===== src/rtl/seg_map_ems.sv =====
// rtl/seg_map_ems.sv - segment and EMS page mapper with registered translation and context save/restore
module seg_map_ems #(
    parameter int SEG_BITS                  = 4,
    parameter int PAGE_BITS                 = 5,
    parameter int NWIN                      = 4,
    parameter logic [SEG_BITS-1:0] EMS_SEG  = 4'hA,
    parameter int EMS_PAGE_BITS             = 6,
    parameter logic [PAGE_BITS+1:0] EMS_BASE = 7'h40
) (
    input  logic                  CLK,
    input  logic                  RST_N,
    input  logic [SEG_BITS-1:0]   cpuaddr,
    input  logic [7:0]            cpuwdata,
    output logic [7:0]            cpurdata,
    input  logic                  WE,
    input  logic                  WE_EMS,
    input  logic                  EMS_OE,
    input  logic                  CTX_SAVE,
    input  logic                  CTX_RESTORE,
    output logic                  BUSY,
    input  logic [SEG_BITS+1:0]   memaddr,
    input  logic                  memreq,
    output logic [PAGE_BITS+1:0]  memdata,
    output logic                  memvalid,
    output logic                  f_map_to_f,
    output logic                  ems_active
);

    localparam int WIN_BITS = $clog2(NWIN);
    localparam int NSEG     = 2 ** SEG_BITS;
    localparam int XW       = PAGE_BITS + 2;

    typedef enum logic [1:0] {ST_IDLE, ST_SAVE, ST_RESTORE} state_t;

    state_t                     state_q, state_d;
    logic [WIN_BITS-1:0]        cnt_q;
    logic                       cnt_last;

    logic [PAGE_BITS-1:0]       map_q     [NSEG];
    logic [NWIN-1:0]            live_en;
    logic [EMS_PAGE_BITS-1:0]   live_pg   [NWIN];
    logic [NWIN-1:0]            shad_en;
    logic [EMS_PAGE_BITS-1:0]   shad_pg   [NWIN];

    logic [WIN_BITS-1:0]        ci;
    logic [7:0]                 rd_next;
    logic [SEG_BITS-1:0]        s, sdiff;
    logic [1:0]                 w;
    logic [WIN_BITS-1:0]        k;
    logic                       in_ems;
    logic [XW-1:0]              xlat;

    assign BUSY       = (state_q != ST_IDLE);
    assign cnt_last   = (cnt_q == WIN_BITS'(NWIN - 1));
    assign ems_active = |live_en;
    assign f_map_to_f = (map_q[NSEG-1] == PAGE_BITS'(NSEG - 1));

    always_comb begin
        state_d = state_q;
        case (state_q)
            ST_IDLE: begin
                if (CTX_SAVE)
                    state_d = ST_SAVE;
                else if (CTX_RESTORE)
                    state_d = ST_RESTORE;
            end
            ST_SAVE, ST_RESTORE: begin
                if (cnt_last)
                    state_d = ST_IDLE;
            end
            default: state_d = ST_IDLE;
        endcase
    end

    always_ff @(posedge CLK) begin
        if (!RST_N) begin
            state_q <= ST_IDLE;
            cnt_q   <= '0;
        end else begin
            state_q <= state_d;
            cnt_q   <= (state_q == ST_IDLE || cnt_last) ? '0 : cnt_q + 1'b1;
        end
    end

    // Window index k concatenates the segment offset within the EMS area with the 16 KB window.
    assign s      = memaddr[SEG_BITS+1:2];
    assign w      = memaddr[1:0];
    assign sdiff  = s - EMS_SEG;
    assign in_ems = (s >= EMS_SEG) && (sdiff < SEG_BITS'(NWIN / 4));

    generate
        if (WIN_BITS == 2) begin : g_k4
            assign k = w;
        end else begin : g_k8
            assign k = {sdiff[WIN_BITS-3:0], w};
        end
    endgenerate

    always_comb begin
        xlat = {map_q[s], w};
        if (in_ems && live_en[k])
            xlat = EMS_BASE + XW'(live_pg[k]);
    end

    assign ci = cpuaddr[WIN_BITS-1:0];

    always_comb begin
        rd_next = 8'(map_q[cpuaddr]);
        if (EMS_OE)
            rd_next = live_en[ci] ? 8'(live_pg[ci]) : 8'hFF;
    end

    always_ff @(posedge CLK) begin
        if (!RST_N) begin
            for (int j = 0; j < NSEG; j++)
                map_q[j] <= PAGE_BITS'(j);
            for (int j = 0; j < NWIN; j++) begin
                live_pg[j] <= '0;
                shad_pg[j] <= '0;
            end
            live_en  <= '0;
            shad_en  <= '0;
            cpurdata <= '0;
            memdata  <= '0;
            memvalid <= 1'b0;
        end else begin
            cpurdata <= rd_next;
            memvalid <= memreq;
            if (memreq)
                memdata <= xlat;

            if (WE_EMS) begin
                if (!BUSY) begin
                    if (cpuwdata == 8'hFF) begin
                        live_en[ci] <= 1'b0;
                        live_pg[ci] <= '1;
                    end else if ((cpuwdata >> EMS_PAGE_BITS) == 8'd0) begin
                        live_en[ci] <= 1'b1;
                        live_pg[ci] <= cpuwdata[EMS_PAGE_BITS-1:0];
                    end
                end
            end else if (WE) begin
                map_q[cpuaddr] <= cpuwdata[PAGE_BITS-1:0];
            end

            if (state_q == ST_SAVE) begin
                shad_en[cnt_q] <= live_en[cnt_q];
                shad_pg[cnt_q] <= live_pg[cnt_q];
            end
            if (state_q == ST_RESTORE) begin
                live_en[cnt_q] <= shad_en[cnt_q];
                live_pg[cnt_q] <= shad_pg[cnt_q];
            end
        end
    end

endmodule


===== config.mk =====
export PLATFORM = sky130hd
export DESIGN_NAME = seg_map_ems
export DESIGN_NICKNAME = d
export VERILOG_FILES = /design/src/rtl/seg_map_ems.sv
export SDC_FILE = /design/constraint.sdc
export NUM_CORES = 1
export LEC_CHECK = 0
export ABC_CLOCK_PERIOD_IN_PS = 3900
export CORE_ASPECT_RATIO = 1.25
export CORE_MARGIN = 3
export CORE_UTILIZATION = 40
export CTS_BUF_LIST = sky130_fd_sc_hd__clkbuf_8
export DETAILED_ROUTE_END_ITERATION = 10
export PLACE_DENSITY_LB_ADDON = 0.05
export SKIP_LAST_GASP = 1
export SLEW_MARGIN = 5
export SYNTH_ARGS = -nofsm -noshare
export SYNTH_HDL_FRONTEND = slang
export SYNTH_SLANG_ARGS = --single-unit

===== constraint.sdc =====
create_clock -name CLK -period 3.9 [get_ports CLK]
set_input_delay 0.78 -clock CLK [delete_from_list [all_inputs] [get_ports CLK]]
set_output_delay 0.78 -clock CLK [all_outputs]
set_load 0.1 [all_outputs]

# Word-level counts from Yosys, hierarchy flattened
# Memory sizes are Yosys's and may differ from the RTL's. A register that Yosys moved wholly into a read port is not among the register bits.
# Cells that the tools add are included.
# word_totals
regBits	28
ram_bits	128
n_memories	3
output_inout_bits	19
inputBits	26
# op_classes
n_mux	64
magnitude_cmp	7
addsub	3
reduce_logical	17
bitwise	5
n_eq_ne	7
# memory_table
name	words	width	rd	rd_ports_with_merged_regs	wr	line_no	source
map_q	16	5	3	0	16	39	logic [PAGE_BITS-1:0] map_q [NSEG];
live_pg	4	6	3	1	4	41	logic [EMS_PAGE_BITS-1:0] live_pg [NWIN];
shad_pg	4	6	1	1	4	43	logic [EMS_PAGE_BITS-1:0] shad_pg [NWIN];
# ops
cell	n
1-bit 2-to-1 mux	32
4-bit 2-to-1 mux	7
6-bit 2-to-1 mux	4
6-bit OR reduction	3
2-bit 2-to-1 mux	8
5-bit 2-to-1 mux	2
2-bit by 3-bit less-than comparator with 1-bit output (second input constant)	3
1-bit binary-select mux with 2-bit select	4
4-bit bitwise mux	2
8-bit equality test (second input constant)	1
8-bit zero test	1
8-bit 2-to-1 mux	1
7-bit by 6-bit adder with 7-bit output (first input constant)	1
7-bit 2-to-1 mux	1
5-bit by 4-bit equality test with 1-bit output (second input constant)	1
5-bit OR reduction	1
4-bit bitwise AND	1
1-bit demux with 2-bit select	2
2-bit equality test (second input constant)	2
2-bit by 1-bit >= comparator with 1-bit output (second input constant)	2
4-bit >= comparator (second input constant)	1
1-bit logical AND	4
4-bit by 1-bit less-than comparator with 1-bit output (second input constant)	1
4-bit NOT	1
15 further kinds	17

# Longest topological paths before layout
# depth
ltp_word	12
depth_mapped	8
mapped_depth_nobuf	7

# Worst setup path after synthesis
# OpenSTA, ideal clock, no wires.
# synth_path
path_type	input port to flip-flop
start	input cpuaddr[0]
end	memory map_q[13][0] (enable)
setup_ps	374
t_arrival_ps	2193
required_ps	3526
n_path_buf	3
setup_slack_ps	1334
path_stages	6
cell_sequence	buf_4 buf_4 nor2b_1 nand2_1 clkbuf_1 o21ai_0
# synth_rtl
element	line_no	source
start: declaration	12	input logic [SEG_BITS-1:0] cpuaddr,
end: declaration	39	

# Worst setup path in the final report
# layout_path
start	register live_en[0]
end	output ems_active
# layout_between
elab_chain_len	1
# layout_rtl
element	line_no	source
start: declaration	40	logic [NWIN-1:0] live_en;
start signal: indexed assignment	151	live_en[cnt_q] <= shad_en[cnt_q];
4-bit OR reduction	55	assign ems_active = |live_en;
end: declaration	26	output logic ems_active
# Every way passes these cells.

==> impl_metrics.yaml <==
final_layout:
  drive_gt1_share_pct: 19.3
  area_growth_pct: 14.2
  antenna_cells: 0
  fin_nets: 725
  stdcell_area_mm2: 0.00946
  fin_util_pct: 46.7
floorplan:
  fp.dieH_um: 167
  initial_core_util_pct: 40.9
  rows: 58
  die_w_um: 135
  dieArea_mm2: 0.0225
  io_pins: 45
  coreArea_mm2: 0.0202
placed_design:
  portBuffers: 44
  dpl.hpwl_um: 17200
  pre_cts_ws_ns: 0.439
  place_area_mm2: 0.00908
  gp_congestion: 0.860
setup_path:
  cp.arrival_ns: 2.39
  setup.worst_path.class: "flip-flop to output port"
  r2r-start: "state_q[0]"
  worst_setup_path_end_kind: "output port"
  critPathLaunchType: "flip-flop"
  critical_path_peak_fanout: 6
  required_ns: 3.12
  crit_path_start: "live_en[0]"
routing:
  vias: 5606
  vias_per_cell: 5.76
  drc: 0
  drtAntennaViolNets: 0
  routed_wl_um: 23100
  wl_per_cell_um: 23.7
  drtIter0Drc: 530
  drtPass1Iterations: 5
sta:
  worst_pin_slew_ns: 1.10
  timing.fmax_ghz: 0.315
  fin_skew_ns: 0.0123
  post-route-min-period_ns: 3.17
  relSlewSlack_pct: 25.9
  slew_viol_final: 0
  fin_crit_sh_pct: 81.3
  setup_ws_ns: 0.730
  setup_viol: 0
  hold_violations: 0
  tns_ns: 0
  rsz0062_at_grt: "false"
hold_path:
  min_from: "shad_en[3]"
  hp-class: "flip-flop to flip-flop"
grt:
  gr-total-overflow: 0
  grt.total_usage_pct: 21.3
  grt_antenna_before_repair: 0
  grt_util_met2_pct: 38.6
  grt_use_met1_pct: 26.3
  grt_max_degree: 46
  gr-usage-met3_pct: 3.23
  grt_pass1_wl_um: 35600
  grt_pass1_vias: 5727
  busiest_layer: "met2"
logic_synthesis:
  synth_common_cells: "edfxtp_1 (128), mux4_2 (65), and2_1 (48), nor2_1 (41), nand2_1 (37)"
  yosys.area.top_type: "edfxtp_1"
  syn_inst: 646
  synth_ff_type: "edfxtp_1"
  syn_area_mm2: 0.00828
  ys_seq_elements: 155
  async_flop_share_pct: 0
  ys_warn_count: 0
  seq_area_frac_synth_pct: 52.9
  synth.net_count: 680
  avgSynthCellArea_um2: 12.8
  yosysTopAreaCellShare_pct: 46.4
  synth.most_common_cell: "edfxtp_1"
  synth_area_leaders: "edfxtp_1 (46%), mux4_2 (18%), dfxtp_1 (6.5%)"
  synth_edf_count: 128
  yosys.cell_types.count: 45
clocking:
  postCtsSetupRepairBufs: 0
  cts_tree: "built"
  cts.sinks: 155
  cts.htree.levels: 4
  root_buffer: "clkbuf_8"
  cts_resized: 0
  clk_pin_slew_ns: 0.08
  cts_hold_buf: 0
  clk_path_buf_depth: 2
  clk-insertion-delay-late_ns: 0.45
  cts_buffers: 17
pwr:
  p_clk_share_pct: 29.1
  p_total_mw: 4.04
  p_per_area_mw_per_mm2: 428
  power.internal_mw: 2.82
  p_leak_nw: 3.20
  p_sw_share_pct: 30.2
  combPwrFrac_pct: 21.2
  vdd_drop_max_mv: 0.189
  p_seq_share_pct: 49.7
  p_switching_mw: 1.22
run:
  maxCapViolCount: 0
status:
  outcome: "complete, no violations"
==> flip-flops by register name, summed over array words and instances, names as in the netlist <==
register,cells
memvalid,1
state_q,2
shad_pg,24
memdata,7
cpurdata,7
map_q,80
live_pg,24
live_en,4
cnt_q,2
shad_en,4
==> final timing paths <==
path,end,slack (ns),depth (start not counted)
worst max-delay path,ems_active,0.73,2
worst min-delay path,shad_en[3],0.46,2
worst max register to register,live_pg[2][4],1.24,7
worst min register to register,shad_en[3],0.46,2
==> per-layer routing <==
| metal | share of wire [%] | vias to the layer above |
|---|---|---|
| met5 | 0 | - |
| met4 | 1.5 | 0 |
| met3 | 3.9 | 23 |
| met2 | 55 | 167 |
| met1 | 40 | 2840 |
| li1 | - | 2576 |
==> worst max-delay path, cell delays in order (launching register included) <==
cell,delay [ns]
dfxtp_1,0.39
or4_1,0.56
clkdlybuf4s50_1,0.99
==> logic make-up (layout without fill, tap and decap cells) <==
family / after synthesis / count (layout) / share of synthesized area [%]
adders and majority gates: 8 / 8 / 1.21
buffers and inverters: 68 / 126 / 3.40
and+or+nand+nor: 241 / 241 / 15.5
DFF: 155 / 155 / 52.9
AOI/OAI and AO/OA: 89 / 89 / 6.77
muxes: 85 / 85 / 20.2
==> stage by stage <==
stage / hold slack, ns / cells
final: 0.462 / 974
after global routing: 0.502 / 974
after CTS: 0.467 / 974
after detailed placement: 0.455 / 942
after global placement: 0.444 / 942
after floorplan: 0.433 / 646
==> cell type report <==
cell class | instances | area [µm²]
fill | 1812 | 10800
sequential | 155 | 4380
multi-input combinational | 423 | 3620
timing repair buffer | 76 | 673
tap | 270 | 338
clock buffer | 19 | 262
clock inverter | 13 | 115
inverter | 18 | 67.6
==> cells in the final DEF (no fill, tap or decap), types with 6 or more instances in the layout <==
| cell | count |
|---|---|
| a21oi_1 | 29 |
| and2_1 | 48 |
| buf_4 | 33 |
| clkbuf_8 | 19 |
| clkdlybuf4s50_1 | 42 |
| dfxtp_1 | 27 |
| edfxtp_1 | 128 |
| ha_1 | 8 |
| inv_1 | 22 |
| mux2_2 | 6 |
| mux2i_1 | 14 |
| mux4_2 | 65 |
| nand2_1 | 37 |
| nand2b_1 | 13 |
| nand3_1 | 17 |
| nor2_1 | 41 |
| nor2b_1 | 11 |
| nor3_1 | 26 |
| nor4_1 | 6 |
| o21ai_0 | 26 |
| o221ai_1 | 6 |
| or3_1 | 28 |
==> power groups by stage <==
stage | logic [mW] | registers (mW) | clock network (mW)
2_1_floorplan | 0.533 | 2.08 | 0
3_3_place_gp | 0.854 | 2.04 | 0
3_5_place_dp | 0.859 | 2.05 | 0
4_1_cts | 0.865 | 2.01 | 1.20
5_1_grt | 0.918 | 2.02 | 1.27
6_report | 0.858 | 2.01 | 1.18
Note: power is estimated with default switching activity, not from simulation.
